$ cat src/rtl/muldiv_iter.sv
// muldiv_iter: iterative RV32M multiply/divide execution unit.
//
// Accepts one operation at a time from dispatch. A radix-2 shift-add loop
// computes multiplies and a restoring loop computes divides, one bit per
// cycle for 32 cycles. The result is held on the output port until
// writeback takes it.
//
// Handshakes: a transfer happens on any rising edge where the port's vld and
// rdy are both high. The producer must hold vld and its payload stable until
// that edge. The input side is gated off by muldiv_flush. The output side
// holds o_wdat/o_rdidx constant while o_vld is high.
//
// Build option: define MYRISCV_MUL_1CYC_EN to compute multiplies with a
// single combinational 32x32 product at accept. Divides are unaffected and
// results are identical.
//
// Ports:
//   clk, rst                 clock, synchronous active-high reset
//   muldiv_i_vld/_rdy        operation handshake from dispatch
//   muldiv_i_op              funct3: 0 MUL 1 MULH 2 MULHSU 3 MULHU
//                                    4 DIV 5 DIVU 6 REM 7 REMU
//   muldiv_i_rs1/_rs2        operands
//   muldiv_i_rdidx           destination register index
//   muldiv_flush             abort in-flight / held operation
//   muldiv_o_vld/_rdy        result handshake to writeback
//   muldiv_o_wdat/_rdidx     result data and destination index
//   dbg_state                FSM state (0 IDLE, 1 EXEC, 2 DONE)
module muldiv_iter #(
  parameter int XLEN = 32
) (
  input  logic            clk,
  input  logic            rst,
  input  logic            muldiv_i_vld,
  output logic            muldiv_i_rdy,
  input  logic [2:0]      muldiv_i_op,
  input  logic [XLEN-1:0] muldiv_i_rs1,
  input  logic [XLEN-1:0] muldiv_i_rs2,
  input  logic [4:0]      muldiv_i_rdidx,
  input  logic            muldiv_flush,
  output logic            muldiv_o_vld,
  input  logic            muldiv_o_rdy,
  output logic [XLEN-1:0] muldiv_o_wdat,
  output logic [4:0]      muldiv_o_rdidx,
  output logic [1:0]      dbg_state
);

  localparam logic [1:0] IDLE = 2'd0;
  localparam logic [1:0] EXEC = 2'd1;
  localparam logic [1:0] DONE = 2'd2;

  localparam logic [XLEN-1:0] INT_MIN = {1'b1, {(XLEN-1){1'b0}}};
  localparam logic [XLEN-1:0] ALL_ONE = {XLEN{1'b1}};

  logic [1:0]        state;
  logic [4:0]        cnt;
  logic [2:0]        op_q;
  logic              neg_q;
  logic [XLEN-1:0]   opnd;   // multiplicand (mul) or divisor (div) magnitude
  logic [2*XLEN-1:0] acc;    // mul: {partial hi, multiplier}; div: {rem, dividend/quotient}

  // Operand decode at accept
  logic            is_mul_i, signed_a, signed_b, a_neg, b_neg, res_neg_i;
  logic            div_zero, div_ovf;
  logic [XLEN-1:0] mag_a, mag_b, special_val;

  always_comb begin
    is_mul_i    = ~muldiv_i_op[2];
    signed_a    = is_mul_i ? (muldiv_i_op[1:0] != 2'b11) : ~muldiv_i_op[0];
    signed_b    = is_mul_i ? ~muldiv_i_op[1] : ~muldiv_i_op[0];
    a_neg       = signed_a & muldiv_i_rs1[XLEN-1];
    b_neg       = signed_b & muldiv_i_rs2[XLEN-1];
    mag_a       = a_neg ? -muldiv_i_rs1 : muldiv_i_rs1;
    mag_b       = b_neg ? -muldiv_i_rs2 : muldiv_i_rs2;
    // Remainder follows the dividend; products and quotients follow a^b.
    res_neg_i   = (is_mul_i | ~muldiv_i_op[1]) ? (a_neg ^ b_neg) : a_neg;
    div_zero    = ~is_mul_i & (muldiv_i_rs2 == '0);
    div_ovf     = ~is_mul_i & ~muldiv_i_op[0] &
                  (muldiv_i_rs1 == INT_MIN) & (muldiv_i_rs2 == ALL_ONE);
    special_val = div_zero ? (muldiv_i_op[1] ? muldiv_i_rs1 : ALL_ONE)
                           : (muldiv_i_op[1] ? '0 : INT_MIN);
  end

  // One iteration step for either algorithm
  logic [XLEN:0]     mul_sum;
  logic [XLEN:0]     rem_sh;
  logic [XLEN+1:0]   trial;
  logic [2*XLEN-1:0] acc_nxt;

  always_comb begin
    mul_sum = {1'b0, acc[2*XLEN-1:XLEN]} + (acc[0] ? {1'b0, opnd} : '0);
    rem_sh  = {acc[2*XLEN-1:XLEN], acc[XLEN-1]};
    trial   = {1'b0, rem_sh} - {2'b00, opnd};
    if (!op_q[2])
      acc_nxt = {mul_sum, acc[XLEN-1:1]};
    else if (trial[XLEN+1])  // borrow: restore
      acc_nxt = {rem_sh[XLEN-1:0], acc[XLEN-2:0], 1'b0};
    else
      acc_nxt = {trial[XLEN-1:0], acc[XLEN-2:0], 1'b1};
  end

  // Sign fix-up and result selection from the raw unsigned result.
  function automatic logic [XLEN-1:0] finish_result(
    input logic [2*XLEN-1:0] raw,
    input logic [2:0]        op,
    input logic              neg
  );
    logic [2*XLEN-1:0] prod;
    logic [XLEN-1:0]   part;
    logic [XLEN-1:0]   res;
    prod = neg ? -raw : raw;
    part = op[1] ? raw[2*XLEN-1:XLEN] : raw[XLEN-1:0];
    if (!op[2])
      res = (op[1:0] == 2'b00) ? prod[XLEN-1:0] : prod[2*XLEN-1:XLEN];
    else
      res = neg ? -part : part;
    return res;
  endfunction

`ifdef MYRISCV_MUL_1CYC_EN
  logic [2*XLEN-1:0] prod_1c;
  assign prod_1c = {{XLEN{1'b0}}, mag_a} * {{XLEN{1'b0}}, mag_b};
`endif

  assign muldiv_i_rdy = (state == IDLE) & ~muldiv_flush;
  assign dbg_state    = state;

  always_ff @(posedge clk) begin
    if (rst) begin
      state          <= IDLE;
      muldiv_o_vld   <= 1'b0;
      muldiv_o_wdat  <= '0;
      muldiv_o_rdidx <= '0;
      cnt            <= '0;
    end else if (muldiv_flush) begin
      state        <= IDLE;
      muldiv_o_vld <= 1'b0;
    end else begin
      case (state)
        IDLE: begin
          if (muldiv_i_vld) begin
            op_q           <= muldiv_i_op;
            neg_q          <= res_neg_i;
            muldiv_o_rdidx <= muldiv_i_rdidx;
            cnt            <= '0;
            if (div_zero | div_ovf) begin
              muldiv_o_wdat <= special_val;
              muldiv_o_vld  <= 1'b1;
              state         <= DONE;
            end
`ifdef MYRISCV_MUL_1CYC_EN
            else if (is_mul_i) begin
              muldiv_o_wdat <= finish_result(prod_1c, muldiv_i_op, res_neg_i);
              muldiv_o_vld  <= 1'b1;
              state         <= DONE;
            end
`endif
            else begin
              opnd  <= is_mul_i ? mag_a : mag_b;
              acc   <= {{XLEN{1'b0}}, (is_mul_i ? mag_b : mag_a)};
              state <= EXEC;
            end
          end
        end
        EXEC: begin
          acc <= acc_nxt;
          cnt <= cnt + 5'd1;
          if (cnt == 5'd31) begin
            muldiv_o_wdat <= finish_result(acc_nxt, op_q, neg_q);
            muldiv_o_vld  <= 1'b1;
            state         <= DONE;
          end
        end
        DONE: begin
          if (muldiv_o_rdy) begin
            muldiv_o_vld <= 1'b0;
            state        <= IDLE;
          end
        end
        default: state <= IDLE;
      endcase
    end
  end

endmodule

$ cat config.mk
export PLATFORM = sky130hd
export DESIGN_NAME = muldiv_iter
export DESIGN_NICKNAME = d
export VERILOG_FILES = /design/src/rtl/muldiv_iter.sv
export SDC_FILE = /design/constraint.sdc
export NUM_CORES = 1
export LEC_CHECK = 0
export CORE_UTILIZATION = 56
export DETAILED_ROUTE_END_ITERATION = 6
export PLACE_DENSITY = 0.76
export SYNTH_ARGS = -nofsm -noshare
export SYNTH_HDL_FRONTEND = slang
export SYNTH_SLANG_ARGS = --single-unit
$ cat constraint.sdc
create_clock -name clk -period 8.2 [get_ports clk]
set_input_delay 1.64 -clock clk [delete_from_list [all_inputs] [get_ports clk]]
set_output_delay 1.64 -clock clk [all_outputs]
set_load 0.005 [all_outputs]
==> results.txt <==
----------------------------------------------------
[Status]
  Run status ... completed

[Floorplanning]
  Core Box Area ... 0.0315 mm²
  Top-Level Pins ... 118
  Area enclosed by the die boundary ... 0.0326 mm²
  Die height ... 181 µm
  X dimension of the die ... 181 µm
  Effective utilization at floorplan ... 56.8%
  Site row count ... 65

[Global route]
  Global-route congestion overflow total ... 0
  Global-route wire length before repair ... 107,000 µm
  Vias in the first global route ... 17,971
  Largest net degree at the start of global routing ... 82
  Global-route usage over all layers ... 42.6%
  Antenna violations before repair ... 7

[Timing]
  Max-slew headroom at the worst pin ... 17.0%
  Fin. max-slew vios ... 0
  Worst-Margin Slew ... 1.24 ns
  RSZ-0062 raised after global routing ... false
  Post-layout minimum cycle time ... 6.76 ns
  Fraction of the cycle the final worst path needs ... 82.5%
  Final TNS setup ... 0 ns
  Clock tree skew after final layout ... 0.0141 ns
  Final setup fails ... 0
  Achievable Freq ... 148 MHz
  Total count of hold-check failures in the final report ... 0

[Finish]
  Fill count ... 2,853
  Number of antenna diodes ... 0
  Post-layout net count ... 2,504
  Most frequent cells in the layout ... nor2_1 (239), a21oi_1 (190), nand2_1 (180)
  Leading cell type in the layout, fill and taps excluded ... nor2_1
  Register Area ... 0.00390 mm²
  Area delta synth->final ... 10.4%
  Fraction of final layout cells with drive strength greater than 1 ... 7.14%
  Footprint of the multi-input gates ... 0.0131 mm²

[CTS]
  Buffer cell driving the clock tree root ... clkbuf_16
  Post-CTS setup buffer count ... 0
  Worst skew pair latency ... 0.46 ns
  CTS tree ... built
  Number of H-tree levels ... 4
  Count of hold buffers inserted by post-cts repair ... 0
  Cells resized by post-CTS repair ... 0
  Clock slew at the register clock pins of the worst setup and hold paths ... 0.07 ns
  Maximum clock insertion buffer count ... 2
  Clk sinks ... 145
  CTS Buf Count ... 17

[Logic synthesis]
  #FFs+latches synth ... 145
  Mean cell area of the mapped netlist ... 7.64 µm²
  Share of the yosys chip area belonging to registers ... 21.9%
  Post-synthesis cell count ... 2,339
  Number of unique standard cell types used by synthesis ... 106
  Synthesized netlist net count ... 2,489
  Number of enable flip-flop cells after synthesis ... 100
  Share of flip-flops with an asynchronous set or reset ... 0%
  Synth warn ... 0
  Most used flip-flop cell after synthesis ... edfxtp_1
  Post-Syn Area ... 0.0179 mm²

[Worst setup path]
  Data arrival time of the critical path ... 7.16 ns
  Worst Path Max Fanout ... 35
  Stage delay of the slowest cell on the critical path ... 1.10 ns
  Worst setup path category ... reg2reg
  Critical Path Slowest Stage Cell ... edfxtp_1
  Crit. End Element ... register
  Most common cell on crit path ... nor4_1
  Critical Path Start Type ... register
  Sequence of cells on the critical path ... and2_1 -> ha_1 -> nand4_1 -> nor4_1 -> a22oi_1 -> a21boi_1 -> mux2_2 -> a311oi_1 -> o21a_1 -> o211ai_1 -> nor4_1 -> mux2i_1 -> o41ai_1 -> a22o_1
  Required time of the critical path ... 8.59 ns

[Routing]
  Via density per instance ... 7.04
  Routed WL per cell ... 25.7 µm
  Number of design rule violations left after detail routing ... 0
  DRT Wirelength ... 71,200 µm
  Number of DRC violations after detailed-routing iteration 0 ... 2,684
  First-pass detailed-route iteration total ... 7
  Overall via count from detail_route ... 19,501
  Antenna-violating nets left ... 0

[Placed design]
  DPL Wire Length ... 54,100 µm
  Count of port buffers added during placement ... 117
  Placer Congestion ... 1.07

[Pwr]
  Leakage power ... 7.16 nW
  Fraction of power spent switching nets ... 37.5%
  Overall power ... 2.47 mW
  Int Power ... 1.54 mW
  Portion of total power attributed to the clock network ... 32.4%
  Fraction of power consumed by sequential logic ... 34.1%
  Pwr Density ... 125 mW/mm²
  Worst IR Drop VDD ... 0.0000946 V
  Reported net switching power ... 0.927 mW
  Combinational power share ... 33.5%

[Hold path]
  Worst min-delay path category ... reg2reg

[Job]
  MaxCap Viol Count ... 0

----------------------------------------------------
## synthesized netlist by cell type (all sizes together) (28+ instances only)
| cell type | count | area [µm²] |
|---|---|---|
| a211oi | 32 | 250 |
| a21o | 28 | 210 |
| a21oi | 196 | 1000 |
| a31oi | 43 | 335 |
| and2 | 64 | 400 |
| buf | 48 | 252 |
| clkbuf | 102 | 383 |
| dfxtp | 45 | 901 |
| edfxtp | 100 | 3000 |
| ha | 71 | 888 |
| inv | 64 | 240 |
| mux2 | 32 | 360 |
| mux2i | 99 | 991 |
| nand2 | 181 | 682 |
| nand3 | 59 | 300 |
| nand4 | 33 | 206 |
| nor2 | 241 | 907 |
| nor3 | 85 | 435 |
| nor4 | 33 | 206 |
| o211ai | 47 | 358 |
| o21ai | 178 | 910 |
| o31ai | 44 | 349 |
| or3 | 33 | 206 |
| xnor2 | 72 | 631 |
| xor2 | 80 | 701 |
## layout make-up
class	instances	share of cell area [%]
Timing Repair Buffer	146	7.03
Clock inverter	11	0.438
Inverter	66	1.26
Tap cell	402	2.55
Clock buffer	21	2.51
Multi-Input combinational cell	1978	66.4
Sequential cell	145	19.8
## logic make-up after synthesis
kind of cell | Yosys count | synth area share (%)
XOR/XNOR | 152 | 7.45
buffers and inverters | 216 | 4.94
AO/OA/AOI/OAI | 765 | 28.9
multiplexers | 133 | 7.82
AND/OR/NAND/NOR | 855 | 23.9
adder cells (fa/ha/maj) | 73 | 5.20
flip-flops | 145 | 21.9
## worst paths after layout
path	start	to	slack [ns]	cells past startpoint
min reg2reg	cnt[4]$_SDFFE_PP0P_	cnt[4]$_SDFFE_PP0P_	0.46	2
min	cnt[4]$_SDFFE_PP0P_	cnt[4]$_SDFFE_PP0P_	0.46	2
max reg2reg	acc[0]$_DFFE_PP_	muldiv_o_wdat[31]$_SDFFE_PP0P_	1.44	14
max	acc[0]$_DFFE_PP_	muldiv_o_wdat[31]$_SDFFE_PP0P_	1.44	14
## critical path, delay by kind of cell (launching register included)
| family | cells | cell delay, ns |
|---|---|---|
| mux | 2 | 0.58 |
| compound gates | 7 | 2.98 |
| fa+ha+maj | 1 | 0.34 |
| simple gates | 4 | 1.67 |
| flops | 1 | 1.10 |
## power by group through the flow
stage,logic (mW),clock network (mW),registers (mW)
CTS,0.794,0.795,0.841
floorplan,0.523,0,0.847
global route,0.876,0.822,0.844
global placement,0.782,0,0.855
detailed placement,0.788,0,0.857
finish,0.829,0.801,0.842
## flip-flops by register name, summed over array words and instances (netlist names)
signal / cells
opnd: 32
muldiv_o_vld: 1
dbg_state: 2
muldiv_o_wdat: 32
acc: 64
neg_q: 1
muldiv_o_rdidx: 5
op_q: 3
cnt: 5
## metal layers
metal | GRT usage (%) | share of wire (%)
met5 | 0 | 0
met4 | 18.7 | 4.4
met3 | 10.2 | 13
met2 | 64.5 | 43
met1 | 57.5 | 40
## through the flow
step                worst slack [ns]  hold slack [ns]  util [%]  cells  area, µm²
detailed placement              1.36            0.454      60.8   2737      19100
floorplan                      0.519            0.436         -   2339      17900
finish                          1.44            0.459      62.7   2769      19700
global placement                1.41            0.446      60.8   2737      19100
CTS                             1.81            0.464      62.7   2769      19700
global route                    1.17            0.504      62.7   2769      19700
Note: power is estimated with default switching activity, not from simulation.
